--- src/rtl/lib_islip_scheduler.sv ---
// lib_islip_scheduler
//   iSLIP crossbar scheduler for an N-input by M-output switch. It latches a
//   request matrix, then runs up to ITER request-grant-accept iterations, one
//   per clock. It presents the resulting conflict-free match until the
//   consumer takes it.
//   Ports:
//     clk, reset      - clock; asynchronous active-high reset
//     i_request       - [i][j] set: input i has traffic for output j
//     i_req_valid     - i_request valid (sampled only in IDLE)
//     o_req_ready     - high in IDLE
//     o_match         - [i][j] set: input i matched to output j
//     o_match_valid   - high in DONE, o_match is final
//     i_match_ready   - consumer accepts o_match
module lib_islip_scheduler #(
    parameter int unsigned N    = 4,
    parameter int unsigned M    = 4,
    parameter int unsigned ITER = 3
) (
    input  logic                  clk,
    input  logic                  reset,
    input  logic [0:N-1][0:M-1]   i_request,
    input  logic                  i_req_valid,
    output logic                  o_req_ready,
    output logic [0:N-1][0:M-1]   o_match,
    output logic                  o_match_valid,
    input  logic                  i_match_ready
);

    localparam int unsigned GW = (N > 1) ? $clog2(N) : 1;
    localparam int unsigned AW = (M > 1) ? $clog2(M) : 1;
    localparam int unsigned IW = (ITER > 1) ? $clog2(ITER) : 1;

    typedef enum logic [1:0] {S_IDLE, S_ITERATE, S_DONE} state_t;

    state_t                 state_q;
    logic                   ready_q, valid_q;
    logic [0:N-1][0:M-1]    req_q, match_q, match_d;
    logic [M-1:0][GW-1:0]   gptr_q, gptr_d;   // one grant pointer per output
    logic [N-1:0][AW-1:0]   aptr_q, aptr_d;   // one accept pointer per input
    logic [IW-1:0]          iter_q;

    logic [0:N-1][0:M-1]    grant, accept;
    logic [N-1:0]           row_busy;
    logic [M-1:0]           col_busy;
    logic                   any_new, last_iter;

    always_comb begin
        row_busy = '0;
        col_busy = '0;
        grant    = '0;
        accept   = '0;
        for (int unsigned i = 0; i < N; i++)
            for (int unsigned j = 0; j < M; j++)
                if (match_q[i][j]) begin
                    row_busy[i] = 1'b1;
                    col_busy[j] = 1'b1;
                end

        // Grant: each free output picks the first free requesting input at or
        // after its pointer, wrapping round.
        for (int unsigned j = 0; j < M; j++) begin
            logic        found;
            int unsigned base, idx;
            found = 1'b0;
            base  = {{(32-GW){1'b0}}, gptr_q[j]};
            idx   = 0;
            if (!col_busy[j])
                for (int unsigned k = 0; k < N; k++) begin
                    idx = (base + k) % N;
                    if (!found && !row_busy[idx] && req_q[idx][j]) begin
                        grant[idx][j] = 1'b1;
                        found         = 1'b1;
                    end
                end
        end

        // Accept: each free input picks the first granting output at or after
        // its pointer, wrapping round.
        for (int unsigned i = 0; i < N; i++) begin
            logic        found;
            int unsigned base, idx;
            found = 1'b0;
            base  = {{(32-AW){1'b0}}, aptr_q[i]};
            idx   = 0;
            if (!row_busy[i])
                for (int unsigned k = 0; k < M; k++) begin
                    idx = (base + k) % M;
                    if (!found && grant[i][idx]) begin
                        accept[i][idx] = 1'b1;
                        found          = 1'b1;
                    end
                end
        end

        any_new   = |accept;
        last_iter = (iter_q == IW'(ITER - 1));
        match_d   = match_q | accept;

        // Pointers only move on pairs accepted in the first iteration; this is
        // what desynchronises the output arbiters over successive schedules.
        gptr_d = gptr_q;
        aptr_d = aptr_q;
        if (iter_q == '0)
            for (int unsigned i = 0; i < N; i++)
                for (int unsigned j = 0; j < M; j++)
                    if (accept[i][j]) begin
                        gptr_d[j] = GW'((i + 1) % N);
                        aptr_d[i] = AW'((j + 1) % M);
                    end
    end

    always_ff @(posedge clk or posedge reset) begin
        if (reset) begin
            state_q <= S_IDLE;
            ready_q <= 1'b1;
            valid_q <= 1'b0;
            req_q   <= '0;
            match_q <= '0;
            gptr_q  <= '0;
            aptr_q  <= '0;
            iter_q  <= '0;
        end else begin
            case (state_q)
                S_IDLE: begin
                    if (i_req_valid) begin
                        req_q   <= i_request;
                        match_q <= '0;
                        iter_q  <= '0;
                        ready_q <= 1'b0;
                        state_q <= S_ITERATE;
                    end
                end
                S_ITERATE: begin
                    match_q <= match_d;
                    gptr_q  <= gptr_d;
                    aptr_q  <= aptr_d;
                    iter_q  <= iter_q + IW'(1);
                    if (!any_new || last_iter) begin
                        valid_q <= 1'b1;
                        state_q <= S_DONE;
                    end
                end
                S_DONE: begin
                    if (i_match_ready) begin
                        valid_q <= 1'b0;
                        ready_q <= 1'b1;
                        state_q <= S_IDLE;
                    end
                end
                default: begin
                    valid_q <= 1'b0;
                    ready_q <= 1'b1;
                    state_q <= S_IDLE;
                end
            endcase
        end
    end

    assign o_req_ready   = ready_q;
    assign o_match_valid = valid_q;
    assign o_match       = match_q;

endmodule

--- config.mk ---
export PLATFORM = sky130hd
export DESIGN_NAME = lib_islip_scheduler
export DESIGN_NICKNAME = d
export VERILOG_FILES = /design/src/rtl/lib_islip_scheduler.sv
export SDC_FILE = /design/constraint.sdc
export NUM_CORES = 1
export LEC_CHECK = 0
export BUFFER_PORTS_ARGS = -buffer_cell sky130_fd_sc_hd__buf_2
export CAP_MARGIN = 10
export CORE_ASPECT_RATIO = 0.75
export CORE_MARGIN = 4
export CORE_UTILIZATION = 32
export CTS_BUF_LIST = sky130_fd_sc_hd__clkbuf_16
export CTS_CLUSTER_DIAMETER = 150
export DETAILED_ROUTE_END_ITERATION = 10
export GPL_ROUTABILITY_DRIVEN = 0
export HOLD_SLACK_MARGIN = 0.15
export PLACE_DENSITY = 0.49
export SYNTH_ARGS = -nofsm -noshare
export SYNTH_HDL_FRONTEND = slang
export SYNTH_SLANG_ARGS = --single-unit
--- constraint.sdc ---
create_clock -name clk -period 12.4 [get_ports clk]
set_clock_uncertainty 0.05 [all_clocks]
set_input_delay 1.24 -clock clk [delete_from_list [all_inputs] [get_ports clk]]
set_output_delay 1.24 -clock clk [all_outputs]
set_load 0.005 [all_outputs]
==> out/results.ini, run 1 <==
[route]
drc=0
first_pass_iters=7
drt_iter0_markers=695
via_count=6039
wirelength_um=20160
routedWlPerCell_um=20.76
vias_per_cell=6.219
antenna_left=0

[placement]
io_buffers=37
dp_hpwl_um=15080
post-place-ws_ns=6.683
place_inst=963

[global_routing]
grt_pass1_wl_um=31780
gr-total-overflow=0
grt_pass1_vias=5594
antenna_found_initial=0
grt_start_max_net_pins=55
grt.total_usage_pct=18.40

[timing]
drv_slew=0
worst_slew_pin_slew_ns=1.022
setup_viol=0
rsz0062_at_grt=no
period_share_pct=47.02
maxSlewHeadroom_pct=31.70
fin_ws_ns=6.570
hold_viol=0
setup_tns_ns=0
max_freq_ghz=0.1715
min_period_ns=5.830

[clocking]
post_cts_resize_count=0
cts_buffers=5
cts_tree=done
cts_hold_buffers=0
cts_root_buffer=clkbuf_16
cts_buffer_depth=2
cts.sinks=54
cts_max_level=2
post_cts_buffers=0
clk_pin_slew_worst_paths_ns=0.08
clock_latency_ns=0.32

[synthesis]
seq_area_frac_synth_pct=22.08
ys_seq_elements=54
mappedNetlistArea_sq_um=6126
synth_cell_type_count=78
synth_edf_count=0
async_reset_ff_share_pct=100.0
synth_nets=782
yosys_most_used_dff=dfrtp_1
avgSynthCellArea_sq_um=8.751
ys_warn_count=0
synthCells=700

[setup_path]
worstPathRequired_ns=12.56
path_class=reg -> reg
crit_top_cell=mux2i_1
endpoint_kind=flip-flop
cpMaxStageDelayCell=or4_1
start_kind=flip-flop
slowest_delay_ns=1.00
crit_path_cell_trace=or4_1 -> o2111a_1 -> o211ai_1 -> a21boi_0 -> o41ai_1 -> mux2i_1 -> mux2i_1 -> mux2_2 -> o31ai_2 -> nor2b_1 -> nand2_1 -> o41a_1 -> a22o_1
arrival_ns=5.99
crit_path_max_fanout=24

[floorplan]
die-area_sq_um=21440
coreArea_sq_um=18670
start_util_pct=32.81
die_w_um=167.8
io_pins=38
row_count=43
die_y_um=127.8

[finish]
diodes=0
final_cells=971
fin_nets=805
drive_above_1_share_pct=14.50
syn2layout_area_growth_pct=9.559

[run]
maxCapViolCount=0

[status]
outcome=finished clean

[worst_hold_path]
hold_class=reg -> reg

## cells in the final DEF, fill, tap and decap left out, types with 7 or more instances in the layout
master and count:
a2111oi_0 9, a211o_1 7, a21boi_0 14, a21oi_1 24, a221oi_1 11, a22o_1 11
a31oi_1 9, and2_1 7, and3_1 8, buf_2 37, buf_4 10, dfrtp_1 53
ha_1 62, inv_1 48, mux2_2 20, mux2i_1 13, mux4_2 11, nand2_1 52
nand2b_1 12, nand3_1 22, nor2_1 27, nor2b_1 17, nor3_1 14, nor3b_1 17
o2111a_1 7, o211ai_1 23, o21ai_0 41, o21ai_1 8, o31ai_1 7
## path summary, 6_finish.rpt
kind | slack (ns) | end | start | cells after the start
max | 6.57 | state_q[0]$_DFFE_PP0P_ | o_match[7]$_DFFE_PP0P_ | 13
min | 0.42 | o_req_ready$_DFFE_PP1P_ | o_req_ready$_DFFE_PP1P_ | 2
max reg2reg | 6.57 | state_q[0]$_DFFE_PP0P_ | o_match[7]$_DFFE_PP0P_ | 13
min reg2reg | 0.42 | o_req_ready$_DFFE_PP1P_ | o_req_ready$_DFFE_PP1P_ | 2
max in group asynchronous | 10.73 | o_match[7]$_DFFE_PP0P_ | reset | 3
min in group asynchronous | 1.08 | req_q[13]$_DFFE_PP0P_ | reset | 3
## cells in the mapped netlist, types with 5 or more instances
cell / n / area (sq um)
clkbuf_1: 18 / 67.56
ha_1: 62 / 775.7
o41ai_1: 5 / 43.79
a21oi_1: 24 / 120.1
a221oi_1: 11 / 96.34
a32oi_1: 6 / 52.55
a211o_1: 7 / 61.31
mux2i_1: 13 / 130.1
a22oi_1: 5 / 37.54
nand2b_1: 12 / 75.07
o21ai_1: 8 / 40.04
mux2_2: 20 / 225.2
nor3_1: 14 / 70.07
a31oi_1: 9 / 56.30
a2111oi_0: 9 / 78.83
o2111a_1: 7 / 78.83
nor3b_1: 17 / 127.6
o311ai_0: 5 / 43.79
nor2_1: 27 / 101.4
a221o_1: 6 / 60.06
nand2_1: 52 / 195.2
o21ai_0: 41 / 205.2
o31ai_1: 7 / 52.55
and2_1: 7 / 43.79
o22ai_1: 6 / 37.54
mux4_2: 11 / 247.7
a211oi_1: 5 / 37.54
or4_1: 6 / 45.04
inv_1: 49 / 183.9
nand3_1: 22 / 110.1
and3_1: 8 / 50.05
a21boi_0: 14 / 105.1
o211ai_1: 23 / 172.7
dfrtp_1: 53 / 1326
o221ai_1: 5 / 43.79
nor2b_1: 17 / 106.4
buf_2: 10 / 50.05
nor4_1: 5 / 31.28
a22o_1: 11 / 96.34
## logic make-up after synthesis
group           share of synthesized area [%]
fa+ha+maj                               12.66
compound gates                          31.37
mux                                     9.845
simple gates                            18.63
buf+inv                                 5.412
flops                                   22.08
## layer usage
| metal | vias to the layer above | track usage [%] | part of all wire (%) |
|---|---|---|---|
| met3 | 37 | 5.395 | 9.8 |
| met1 | 2942 | 27.78 | 49 |
| met5 | - | 0 | 0 |
| met2 | 290 | 25.33 | 40 |
| met4 | 0 | 4.771 | 1.8 |
| li1 | 2770 | - | - |
## critical path: cells and delay by family, from the launching register on
kind	cells	cell delay, ns
AO/OA/AOI/OAI	7	2.66
AND/OR/NAND/NOR	3	1.43
multiplexers	3	1.12
flip-flops	1	0.45
## stage by stage
| step | utilization (%) | cell area (sq um) | hold slack [ns] |
|---|---|---|---|
| after CTS | 35.95 | 6711 | 0.4320 |
| after detailed placement | 35.13 | 6558 | 0.4165 |
| after global placement | 35.13 | 6558 | 0.4135 |
| after global routing | 35.95 | 6711 | 0.4485 |
| after floorplan | - | 6126 | 0.4092 |
| final | 35.95 | 6711 | 0.4243 |
## flip-flops by register name, indices dropped and copies added (netlist names)
signal	cells
aptr_q	8
gptr_q	8
iter_q	2
o_match	16
o_match_valid	1
o_req_ready	1
req_q	16
state_q	2
## area by class of cell
class	instances	area [sq um]
fillers	1876	11960
multi-input cells	565	4448
flip-flops and latches	54	1353
well taps	247	309.0
repair buffers	47	260.3
inverters	50	187.7
clock buffers	5	125.1
clock inverters	3	28.78
Power of run 1 is not shown: default switching activity piles up to over one toggle a cycle in this logic, so the estimate is an artifact.
==> run 2: changes to the inputs <==
--- a/config.mk
+++ b/config.mk
@@ -15,7 +15,7 @@
 export DETAILED_ROUTE_END_ITERATION = 10
 export GPL_ROUTABILITY_DRIVEN = 0
 export HOLD_SLACK_MARGIN = 0.15
-export PLACE_DENSITY = 0.49
+export PLACE_DENSITY = 0.51
 export SYNTH_ARGS = -nofsm -noshare
 export SYNTH_HDL_FRONTEND = slang
 export SYNTH_SLANG_ARGS = --single-unit
==> constraint.sdc (replaced) <==
create_clock -name clk -period 5.1 [get_ports clk]
set_clock_uncertainty 0.05 [all_clocks]
set_input_delay 0.51 -clock clk [delete_from_list [all_inputs] [get_ports clk]]
set_output_delay 0.51 -clock clk [all_outputs]
set_load 0.005 [all_outputs]
==> run 2 against run 1 <==
Compared with the run above: global-route usage is 1.1 points higher; core utilization is 2.6 points higher; count of clock-buffer cells in the layout stayed put; sequential cell count stayed put; first-iteration DRC count is 3.0% lower; design area is 7.3% higher; routed wire length is 5.7% higher.
==> out/results.ini, run 2 (synthesis results as in run 1) <==
[status]
outcome=finished clean

[setup_path]
timing.rr.start=o_match[5]$_DFFE_PP0P_
crit_top_cell=o41a_1
crit_path_max_fanout=24
crit_path_cell_trace=or4_1 -> buf_12 -> o2111a_1 -> o2111ai_1 -> a21boi_0 -> o41a_1 -> mux4_2 -> nand2_1 -> o21ai_0 -> a221oi_1 -> a41oi_2 -> o41a_1 -> a22o_1
rr_worst_depth=13
cpMaxStageDelayCell=o41a_1
start_kind=flip-flop
cp-startpoint=o_match[5]$_DFFE_PP0P_
arrival_ns=5.08
endpoint_kind=flip-flop
worstPathRequired_ns=5.26
endpoint=state_q[0]$_DFFE_PP0P_
slowest_delay_ns=0.63
path_class=reg -> reg
rrSetupSlack_ns=0.18
reg2reg_to=state_q[0]$_DFFE_PP0P_

[clocking]
cts_tree=done
clock_latency_ns=0.31
cts_buffer_depth=2
post_cts_buffers=0
cts_hold_buffers=0
post_cts_resize_count=0
cts.sinks=54
cts_max_level=2
cts_root_buffer=clkbuf_16
clk_pin_slew_worst_paths_ns=0.08
cts_buffers=5

[global_routing]
grt.total_usage_pct=19.52
antenna_found_initial=0
gr-total-overflow=0
grt_start_max_net_pins=55
grt_pass1_vias=6104
grt_pass1_wl_um=34110

[placement]
dp_hpwl_um=16100
io_buffers=37

[timing]
maxSlewHeadroom_pct=48.69
worst_slew_pin_slew_ns=0.7631
setup_tns_ns=0
drv_slew=0
min_period_ns=4.917
setup_viol=0
hold_viol=0
max_freq_ghz=0.2034
period_share_pct=96.41

[finish]
syn2layout_area_growth_pct=17.59
fin_nets=845
filler_cell_count=1885
most-common-layout-cells=62 x ha_1, 53 x dfrtp_1, 52 x nand2_1, 48 x inv_1, 46 x buf_4
layout_commonest_cell=ha_1
regArea_sq_um=1353
multi_input_comb_area_sq_um=4589
drive_above_1_share_pct=21.34
diodes=0

[floorplan]
die_w_um=167.8
die-area_sq_um=21440
coreArea_sq_um=18670
die_y_um=127.8
start_util_pct=32.81
row_count=43
io_pins=38

[route]
vias_per_cell=6.158
wirelength_um=21300
drt_iter0_markers=674
via_count=6226
first_pass_iters=11
routedWlPerCell_um=21.06
antenna_left=0
drc=0

[run]
maxCapViolCount=0

[worst_hold_path]
hold_class=in -> reg

[run 2: stage by stage]
step	worst slack, ns	cells	utilization, %	hold WS, ns	instance area (sq um)
global route	-0.002610	1011	38.58	0.3373	7203
detailed placement	0.06298	1003	37.00	0.4148	6908
floorplan	0.3069	700	-	0.4092	6126
CTS	0.01290	1011	37.83	0.3298	7062
global placement	0.1698	1003	37.00	0.4120	6908
finish	0.1829	1011	38.58	0.3358	7203
[run 2: worst min path at each step]
stage	from	end	slack [ns]	cells after the start
5_1_grt	i_req_valid	o_req_ready$_DFFE_PP1P_	0.34	2
3_3_place_gp	o_req_ready$_DFFE_PP1P_	o_req_ready$_DFFE_PP1P_	0.41	2
2_1_floorplan	o_req_ready$_DFFE_PP1P_	o_req_ready$_DFFE_PP1P_	0.41	2
6_report	i_req_valid	o_req_ready$_DFFE_PP1P_	0.34	2
4_1_cts	i_req_valid	o_req_ready$_DFFE_PP1P_	0.33	2
3_5_place_dp	o_req_ready$_DFFE_PP1P_	o_req_ready$_DFFE_PP1P_	0.41	2
[run 2: area by class of cell]
type / count / share of cell area, %
Multi-Input combinational cell: 565 / 63.71
Sequential cell: 54 / 18.78
Inverter: 50 / 2.606
Tap cell: 247 / 4.290
Timing Repair Buffer: 87 / 8.477
Clock inverter: 3 / 0.3995
Clock buffer: 5 / 1.737
[run 2: worst max-delay path: cells and delay by family, from the launching register on]
kind	cells	cell delay, ns
and+or+nand+nor	2	0.64
buffers and inverters	1	0.19
AOI/OAI and AO/OA	9	2.86
DFF	1	0.43
muxes	1	0.63
[run 2: per-layer routing]
layer | wire [um] | up-vias | global-route usage, % | part of all wire, %
met3 | 1518 | 23 | 4.254 | 7.1
li1 | - | 2840 | - | -
met4 | 307 | 0 | 3.578 | 1.4
met1 | 10330 | 3119 | 28.73 | 48
met5 | 0 | - | 0 | 0
met2 | 9143 | 244 | 29.65 | 43
Power of run 2 is left out for the same reason.
==> run 3: changes to the inputs <==
--- a/config.mk
+++ b/config.mk
@@ -8,7 +8,7 @@
 export BUFFER_PORTS_ARGS = -buffer_cell sky130_fd_sc_hd__buf_2
 export CAP_MARGIN = 10
 export CORE_ASPECT_RATIO = 0.75
-export CORE_MARGIN = 4
+export CORE_MARGIN = 1.5
 export CORE_UTILIZATION = 32
 export CTS_BUF_LIST = sky130_fd_sc_hd__clkbuf_16
 export CTS_CLUSTER_DIAMETER = 150
==> run 3 against run 2 <==
Compared with the run above: worst setup slack worse by 0.12 ns; critical endpoint unchanged; routed wire length grew 1.8%; die area decreased by 6.8%; largest cell class unchanged.
==> out/results.ini, run 3 (synthesis results as in run 1) <==
[clocking]
cts_buffer_depth=2
clock_latency_ns=0.31
cts_tree=done
cts_max_level=2
clk_pin_slew_worst_paths_ns=0.09
cts_hold_buffers=0
cts_buffers=5
cts_root_buffer=clkbuf_16
cts.sinks=54

[route]
drt_iter0_markers=760
drc=0
routedWlPerCell_um=21.26
wirelength_um=21670
vias_per_cell=6.176
first_pass_iters=5
via_count=6293
antenna_left=0

[timing]
min_period_ns=5.037
drv_slew=0
rsz0062_at_grt=yes
maxSlewHeadroom_pct=32.37
worst_slew_pin_slew_ns=1.012
max_freq_ghz=0.1985
holdWs_ns=0.3287
setup_viol=0
period_share_pct=98.77
hold_viol=0

[finish]
post-route-util_pct=38.86
fin_nets=853
diodes=0
filler_cell_count=1887
layout_commonest_cell=ha_1
drive_above_1_share_pct=21.37
most-common-layout-cells=62 x ha_1, 54 x buf_4, 53 x dfrtp_1, 52 x nand2_1, 48 x inv_1
syn2layout_area_growth_pct=18.08

[setup_path]
slowest_delay_ns=0.58
start_kind=flip-flop
timing.rr.start=o_match[5]$_DFFE_PP0P_
cp_num_buf_inv=3
rrSetupSlack_ns=0.06
cpMaxStageDelayCell=o41a_1
crit_path_cell_trace=or4_1 -> buf_4 -> o2111a_1 -> o2111ai_1 -> a21boi_0 -> o41a_1 -> buf_4 -> nor3b_1 -> o21ai_0 -> o41ai_2 -> a221oi_1 -> a41oi_1 -> buf_4 -> o41a_1 -> a22o_1
path_class=reg -> reg
arrival_ns=5.19
worstPathRequired_ns=5.25
crit_path_max_fanout=24
endpoint_kind=flip-flop
reg2reg_to=state_q[0]$_DFFE_PP0P_
rr_worst_depth=15
path_delay_family=compound AO/OA/AOI/OAI gates
crit_cells=15
crit_top_cell=buf_4

[floorplan]
io_pins=38
die_y_um=122.8
start_util_pct=32.91
die-area_sq_um=19990
coreArea_sq_um=18620
row_count=43
die_w_um=162.8

[worst_hold_path]
min-delay-start=i_req_valid
min_path_cells=2
min_to=o_req_ready$_DFFE_PP1P_
hold_class=in -> reg

[global_routing]
antenna_found_initial=0
grt.total_usage_pct=22.13
grt_pass1_vias=6002
grt_pass1_wl_um=34240
gr-total-overflow=0
grt_start_max_net_pins=55

[status]
outcome=finished clean

[placement]
io_buffers=37
dp_hpwl_um=16250

[run]
maxCapViolCount=0

run 3: cell count changes in the layout (fill, tap and decap cells not counted), moves of 2 or more:
| cell | change |
|---|---|
| o311ai_0 | +2 |
| a2111oi_0 | -2 |
| a221oi_1 | +2 |
| a221oi_2 | -2 |
| buf_4 | +8 |
| a2111oi_1 | +3 |
| o21ai_1 | +2 |
| o21ai_2 | -2 |
| o311ai_1 | -2 |
run 3: worst max path at each step:
stage	start	endpoint	slack, ns
floorplan	gptr_q[6]$_DFFE_PP0P_	state_q[0]$_DFFE_PP0P_	0.31
global placement	o_match[13]$_DFFE_PP0P_	state_q[0]$_DFFE_PP0P_	0.18
detailed placement	o_match[13]$_DFFE_PP0P_	state_q[0]$_DFFE_PP0P_	0.07
CTS	o_match[13]$_DFFE_PP0P_	state_q[0]$_DFFE_PP0P_	0.05
global route	o_match[5]$_DFFE_PP0P_	state_q[0]$_DFFE_PP0P_	-0.07
finish	o_match[5]$_DFFE_PP0P_	state_q[0]$_DFFE_PP0P_	0.06
run 3: area by class of cell:
| type | instances | area, sq um | area share [%] |
|---|---|---|---|
| Clock inverter | 3 | 28.78 | 0.3979 |
| Tap cell | 247 | 309.0 | 4.273 |
| Inverter | 50 | 187.7 | 2.595 |
| Timing Repair Buffer | 95 | 670.6 | 9.272 |
| Clock buffer | 5 | 125.1 | 1.730 |
| Multi-Input combinational cell | 565 | 4559 | 63.03 |
| Sequential cell | 54 | 1353 | 18.70 |
run 3: routing by layer:
layer,global-route usage (%),wire length [um]
met1,32.48,10060
met5,0,0
met2,34.36,9604
met4,4.128,196
met3,3.346,1808
run 3: timing repair:
action,in CTS,in global routing
setup endpoints to repair,0,14
setup buffers,0,0
hold endpoints to repair,0,0
resized for setup,0,21
run 3: metrics by stage:
step	cells	area [sq um]	TNS (ns)	worst slack [ns]
after global routing	1019	7233	-0.06762	-0.06762
after floorplan	700	6126	0	0.3069
final	1019	7233	0	0.06259
after global placement	1011	6968	0	0.1836
after CTS	1019	7122	0	0.05189
after detailed placement	1011	6968	0	0.06514
Power of run 3 is left out for the same reason.
